$ cat config.mk
export PLATFORM = sky130hd
export DESIGN_NAME = branch_resolve_unit
export DESIGN_NICKNAME = d
export VERILOG_FILES = /design/src/rtl/branch_resolve_unit.sv
export SDC_FILE = /design/constraint.sdc
export NUM_CORES = 1
export LEC_CHECK = 0
export BUFFER_PORTS_ARGS = -buffer_cell sky130_fd_sc_hd__buf_2
export CAP_MARGIN = 20
export CORE_AREA = 2 2 146 148
export DETAILED_ROUTE_END_ITERATION = 12
export DIE_AREA = 0 0 148 150
export PLACE_DENSITY_LB_ADDON = 0.3
export SYNTH_ARGS = -nofsm -noshare
export SYNTH_HDL_FRONTEND = slang
export SYNTH_SLANG_ARGS = --single-unit
$ cat constraint.sdc
create_clock -name clk -period 3 [get_ports clk]
set_clock_uncertainty 0.2 [all_clocks]
set_input_delay 0.45 -clock clk [delete_from_list [all_inputs] [get_ports clk]]
set_output_delay 0.45 -clock clk [all_outputs]
set_load 0.05 [all_outputs]
$ cat src/rtl/branch_resolve_unit.sv
// Execute-stage branch resolver: carries the BTB prediction for each fetch
// through ID and EX, checks it against the real outcome, redirects fetch on a
// mispredict, writes the BTB for taken control flow and counts branches and
// mispredicts.
module branch_resolve_unit #(
  parameter int CNT_W = 32
) (
  input  logic             clk,
  input  logic             rst_n,
  input  logic             if_valid,
  input  logic [31:0]      if_pc,
  input  logic             if_hit,
  input  logic [31:0]      if_target,
  input  logic             stall,
  input  logic             flush_in,
  input  logic             ex_valid,
  input  logic             ex_is_br,
  input  logic             ex_is_jump,
  input  logic             ex_taken,
  input  logic [31:0]      ex_target,
  output logic             redirect_valid,
  output logic [31:0]      redirect_pc,
  output logic             btb_update_en,
  output logic [31:0]      btb_pc,
  output logic [31:0]      btb_target,
  output logic [CNT_W-1:0] br_count,
  output logic [CNT_W-1:0] mispred_count
);

  logic        vld_p1, vld_p2;
  logic [31:0] pc_p1, pc_p2;
  logic        hit_p1, hit_p2;
  logic [31:0] tgt_p1, tgt_p2;

  logic actual_taken;
  logic resolve;
  logic mispredict;
  logic kill;

  function automatic logic [CNT_W-1:0] sat_inc(input logic [CNT_W-1:0] cnt,
                                                input logic             en);
    if (en && (cnt != {CNT_W{1'b1}}))
      return cnt + CNT_W'(1);
    return cnt;
  endfunction

  // IF -> ID -> EX metadata: valids carry the kill/stall control
  always_ff @(posedge clk or negedge rst_n) begin
    if (!rst_n) begin
      vld_p1 <= 1'b0;
      vld_p2 <= 1'b0;
    end else if (kill) begin
      vld_p1 <= 1'b0;
      vld_p2 <= 1'b0;
    end else if (!stall) begin
      vld_p1 <= if_valid;
      vld_p2 <= vld_p1;
    end
  end

  always_ff @(posedge clk) begin
    if (!stall) begin
      pc_p1  <= if_pc;
      hit_p1 <= if_hit;
      tgt_p1 <= if_target;
      pc_p2  <= pc_p1;
      hit_p2 <= hit_p1;
      tgt_p2 <= tgt_p1;
    end
  end

  // EX: compare prediction with outcome, redirect in the same cycle
  always_comb begin
    actual_taken   = ex_is_jump | (ex_is_br & ex_taken);
    resolve        = vld_p2 & ex_valid & ~stall & ~flush_in;
    mispredict     = 1'b0;
    redirect_pc    = 32'd0;
    if (actual_taken)
      mispredict = ~hit_p2 | (tgt_p2 != ex_target);
    else
      mispredict = hit_p2;
    redirect_valid = resolve & mispredict;
    if (redirect_valid)
      redirect_pc = actual_taken ? ex_target : (pc_p2 + 32'd4);
    kill           = flush_in | redirect_valid;
  end

  // EX -> BTB write port and performance counters, one cycle after resolve
  always_ff @(posedge clk or negedge rst_n) begin
    if (!rst_n) begin
      btb_update_en <= 1'b0;
      btb_pc        <= 32'd0;
      btb_target    <= 32'd0;
      br_count      <= '0;
      mispred_count <= '0;
    end else begin
      btb_update_en <= resolve & actual_taken;
      if (resolve & actual_taken) begin
        btb_pc     <= pc_p2;
        btb_target <= ex_target;
      end
      br_count      <= sat_inc(br_count, resolve & (ex_is_br | ex_is_jump));
      mispred_count <= sat_inc(mispred_count, redirect_valid);
    end
  end

endmodule

# Word level (Yosys, flattened, before mapping)
# Cells that the tools add are included.
# totals
word_cells	47
ff_bits	261
# classes
n_reduce_logical	2
add_sub_neg	3
n_mux	11
n_bitwise	14
eq_ne	4
# op_table
cell	count
32-bit two-way mux	4
32-bit by 1-bit adder with 32-bit output (second input constant)	2
32-bit inequality test (second input constant)	2
32-bit by 3-bit adder with 32-bit output (second input constant)	1
32-bit inequality test	1
1-bit bitwise AND	7
1-bit two-way mux	7
1-bit OR	4
1-bit inverter	3
1-bit logical AND	2
2-bit by 1-bit inequality test with 1-bit output (second input constant)	1

# Logic depth before layout (Yosys ltp)
# logic_depth
depth_word	6
depth_mapped	8
mapped_depth_nobuf	7

# Least setup slack after synthesis
# No wires, ideal clock.
# synth_timing
path_kind	input-to-reg
start	input port stall
end	register vld_p1
setup_slack_ps	-728
required_ps	2678
arrival_ps	3406
cell_stages	3
n_path_buf	0
path_cell_list	inv_1 -> nor2_1 -> a32o_1
# synth_via
elab_chain_cells	6
elab_cells_between_ends	7
cone_classes	eq/ne: 1; mux: 1; bitwise: 5
# synth_rtl
item	line_no	rtl
start, declared	14	input logic stall,
1-bit inverter	75	resolve = vld_p2 & ex_valid & ~stall & ~flush_in;
1-bit bitwise AND (2 in a row)	75	
1-bit bitwise AND	82	redirect_valid = resolve & mispredict;
1-bit OR	85	kill = flush_in | redirect_valid;
2-bit by 1-bit inequality test with 1-bit output (no line) or 1-bit two-way mux (tied branches)	-	
end signal, assigned	56	vld_p1 <= if_valid;
end, declared	30	logic vld_p1, vld_p2;
# Parallel ways exist; a longest one is shown, timed or not.
# A chain may end at the register's enable or synchronous reset.

# Worst setup path after layout
# layout_timing
start	register pc_p2[3]
end	output port redirect_pc[30]
# layout_via
elab_chain_cells	3
# layout_rtl
item	line_no	rtl
start, declared	31	logic [31:0] pc_p1, pc_p2;
start signal, assigned	66	pc_p2 <= pc_p1;
32-bit by 3-bit adder with 32-bit output	84	redirect_pc = actual_taken ? ex_target : (pc_p2 + 32'd4);
32-bit two-way mux	84	
32-bit two-way mux	83	if (redirect_valid)
end, declared	22	output logic [31:0] redirect_pc,
# No other way between the ends.

==> results.cfg <==
[sta]
maxSlewHeadroom_pct = 47.15
hold_violations = 0
finalCritPeriodShare_pct = 108.0
finalSetupViolCount = 33
rsz0062_at_grt = true
drv_slew = 0
fin_ws_ps = -241.4
fmax_mhz = 308.5
worstMarginPinSlew_ps = 786.1
min_period_ps = 3241

[global_routing]
antenna_found_initial = 1
track_usage_pct = 25.40
grt_max_degree = 75
grt_pass1_vias = 7910
overflow = 0
grt_first_pass_wirelength_mm = 43.87

[placement]
placed_cells = 1320
place.gp.congestion = 0.8657
post-dp-hpwl_mm = 18.49
io_buffers = 267
place_area_mm2 = 0.01265

[worst_setup_path]
critPathCaptureType = output pin
cp_max_fo = 4
critPathRequiredTime_ps = 2350
cp_num_cells = 9
slowest_delay_ps = 400
crit_type = register to output pin
slowest_stage = edfxtp_1
timing.rr.start = mispred_count[0]$_DFFE_PN0P_
path_delay_family = simple AND/OR/NAND/NOR gates
crit_arrival_ps = 2590
startpoint = pc_p2[3]$_DFFE_PN_
r2r_cells = 7
reg2reg_slack_ps = 380
crit_chain = ha_2 > and4_4 > nand3_4 > nor3_4 > buf_6 > nand3_4 > xor2_2 > a211oi_2 > buf_6
reg2reg_to = mispred_count[1]$_DFFE_PN0P_
cp_num_buf_inv = 2
start_kind = register
critical_path.endpoint = redirect_pc[30]

[finish]
final_area_mm2 = 0.01533
fin_util_pct = 74.11
syn_to_final_growth_pct = 42.50
layout.cells.non_filler = 1481
drive_gt1_share_pct = 40.57
nets = 1291

[yosys]
synth_edf_count = 130
yosysTopAreaCell = edfxtp_1
synth_ff_type = dfrtp_1
ys_types = 44
synth_top_area_share_pct = 36.28
synth-seq-area-share_pct = 66.75
ys_top_cells_by_count = dfrtp_1, edfxtp_1, xnor2_1
avgSynthCellArea_um2 = 13.81
yosysMostFrequentCell = dfrtp_1
synth_area_mm2 = 0.01076
synth_area_leaders = edfxtp_1, dfrtp_1, xnor2_1, mux2_2, nand3_1
synth_async_sr_flop_share_pct = 50.19
yosys_register_bits = 261
syn_inst = 779
synth_fp_nets = 888
yosys_warnings = 0

[route]
drc_errors = 0
wire_per_inst_um = 20.71
firstDrtPassIters = 5
wl_mm = 30.68
dr.first_iter.drc_count = 472
num_vias = 8078
via_per_inst = 5.454
antenna_left = 0

[power]
pwr-share-clk_pct = 39.7
vdd_drop_max_v = 0.0005826
swShare_pct = 25.73
switchingPower_mw = 2.231
pwr_density_cell_mw_per_mm2 = 565.7
combPwrFrac_pct = 12.4
p_leak_nw = 6.787
pwr-share-seq_pct = 47.9
intPower_mw = 6.442
total_power_mw = 8.673

[floorplan]
die_h_um = 150
core.rowCount = 53
pin_count = 268
fp.dieW_um = 148
initial_utilization_pct = 52.00
core_area_mm2 = 0.02069
die-area_mm2 = 0.02220

[min_path]
hold_path_class = primary input to register

[cts]
worstSkewPairLatency_ps = 530
clkSinkCount = 261
cts-buffers-inserted = 28
tritoncts = done
clockBufferDepth = 3
root_buffer = clkbuf_16
h-tree-depth = 1
path_clk_slew_ps = 60

[status]
violations = negative setup slack
outcome = complete, but fails checks

[run]
max-cap-violations = 0
## power by group through the flow
stage	clock [mW]	sequential (mW)	combinational, mW
4_1_cts	3.46	4.14	1.02
5_1_grt	3.64	4.17	1.13
6_report	3.44	4.15	1.08
2_1_floorplan	0	4.52	0.225
3_5_place_dp	0	4.21	0.898
3_3_place_gp	0	4.20	0.891
## state kept, by name, indices dropped and copies added, names as in the netlist, 32 cells and up
register	count
tgt_p1	32
pc_p1	32
br_count	32
btb_pc	32
tgt_p2	32
btb_target	32
pc_p2	32
mispred_count	32
## layer usage
layer  track usage [%]  part of all wire, %  up-vias
met4             7.238                  2.7        0
li1                  -                    -     3643
met3             5.640                  7.4       63
met1             33.48                   39     3994
met5                 0                    0        -
met2             42.71                   51      378
## per-stage QoR
step	setup TNS [ps]	hold WS, ps	setup slack (ps)
after detailed placement	0	204.5	13.35
final	-5465	13.54	-241.4
after global placement	0	200.4	53.21
after global routing	-8334	6.949	-330.7
after floorplan	-9004	-45.59	-443.7
after CTS	-2959	3.976	-147.2
## kinds of logic (layout without fill, tap and decap cells)
| group | count (synthesis) | in the layout | synth area share [%] |
|---|---|---|---|
| flip-flops | 261 | 261 | 66.75 |
| AND/OR/NAND/NOR | 248 | 248 | 12.21 |
| XOR/XNOR | 117 | 117 | 9.524 |
| multiplexers | 63 | 63 | 6.594 |
| AO/OA/AOI/OAI | 52 | 52 | 3.338 |
| buffers and inverters | 35 | 459 | 1.233 |
| adder cells (fa/ha/maj) | 3 | 3 | 0.3489 |
| other | 0 | 3 | 0 |
## worst reg2reg max path, delay by kind of cell, from the launching register on
kind / cells / cell delay (ps)
AND/OR/NAND/NOR: 5 / 1350
flip-flops: 1 / 420
multiplexers: 1 / 330
adder cells (fa/ha/maj): 1 / 220
## placed cells by master (no fill, tap or decap), types with 3 or more instances in the layout
master         instances
clkinv_2               4
a211oi_2              10
buf_4                 38
nand3b_1               3
nor3_1                10
and3_1                16
a211oi_4              17
nor4_1                 6
nor2_1                54
nand4_1               35
edfxtp_1             130
nand3_1               42
clkbuf_1               7
clkbuf_16             31
a21oi_4                4
buf_2                233
xor2_1                23
diode_2                3
buf_12                 8
nand2_1               38
xnor2_1               84
o21ai_0                7
xnor2_2                8
and4_1                 9
and3_4                 3
or4_1                  3
dfrtp_1              131
and2_1                 3
dlygate4sd3_1         82
inv_1                  9
mux2_2                62
buf_6                 33
clkbuf_8               5
## timing repair
item | CTS | global route
pin swaps | 17 | 25
cloned | 2 | 2
hold buffers | 82 | 0
endpoints found under the setup margin | 33 | 33
hold endpoints to repair | 153 | 0
gates resized for setup | 78 | 79
setup buffers | 14 | 10
## how the worst min path moves through the flow
| stage | from | endpoint | slack (ps) | cells past startpoint |
|---|---|---|---|---|
| finish | ex_target[27] | btb_target[27]$_DFFE_PN0P_ | 10 | 2 |
| global route | ex_target[11] | btb_target[11]$_DFFE_PN0P_ | 7 | 2 |
| CTS | ex_target[11] | btb_target[11]$_DFFE_PN0P_ | 4 | 2 |
| detailed placement | pc_p1[14]$_DFFE_PN_ | pc_p2[14]$_DFFE_PN_ | 200 | 0 |
| global placement | pc_p1[20]$_DFFE_PN_ | pc_p2[20]$_DFFE_PN_ | 200 | 0 |
| floorplan | rst_n | br_count[0]$_DFFE_PN0P_ | -50 | 0 |
## final cells by class
class	instances	area (um^2)
Sequential cell	261	7182
Fill cell	1324	5358
Multi-Input combinational cell	483	3955
Timing Repair Buffer	397	2869
Clock buffer	41	820.8
Tap cell	275	344.1
Clock inverter	10	103.9
Inverter	11	50.05
Antenna cell	3	7.507
Note: power is estimated with default switching activity, not from simulation.
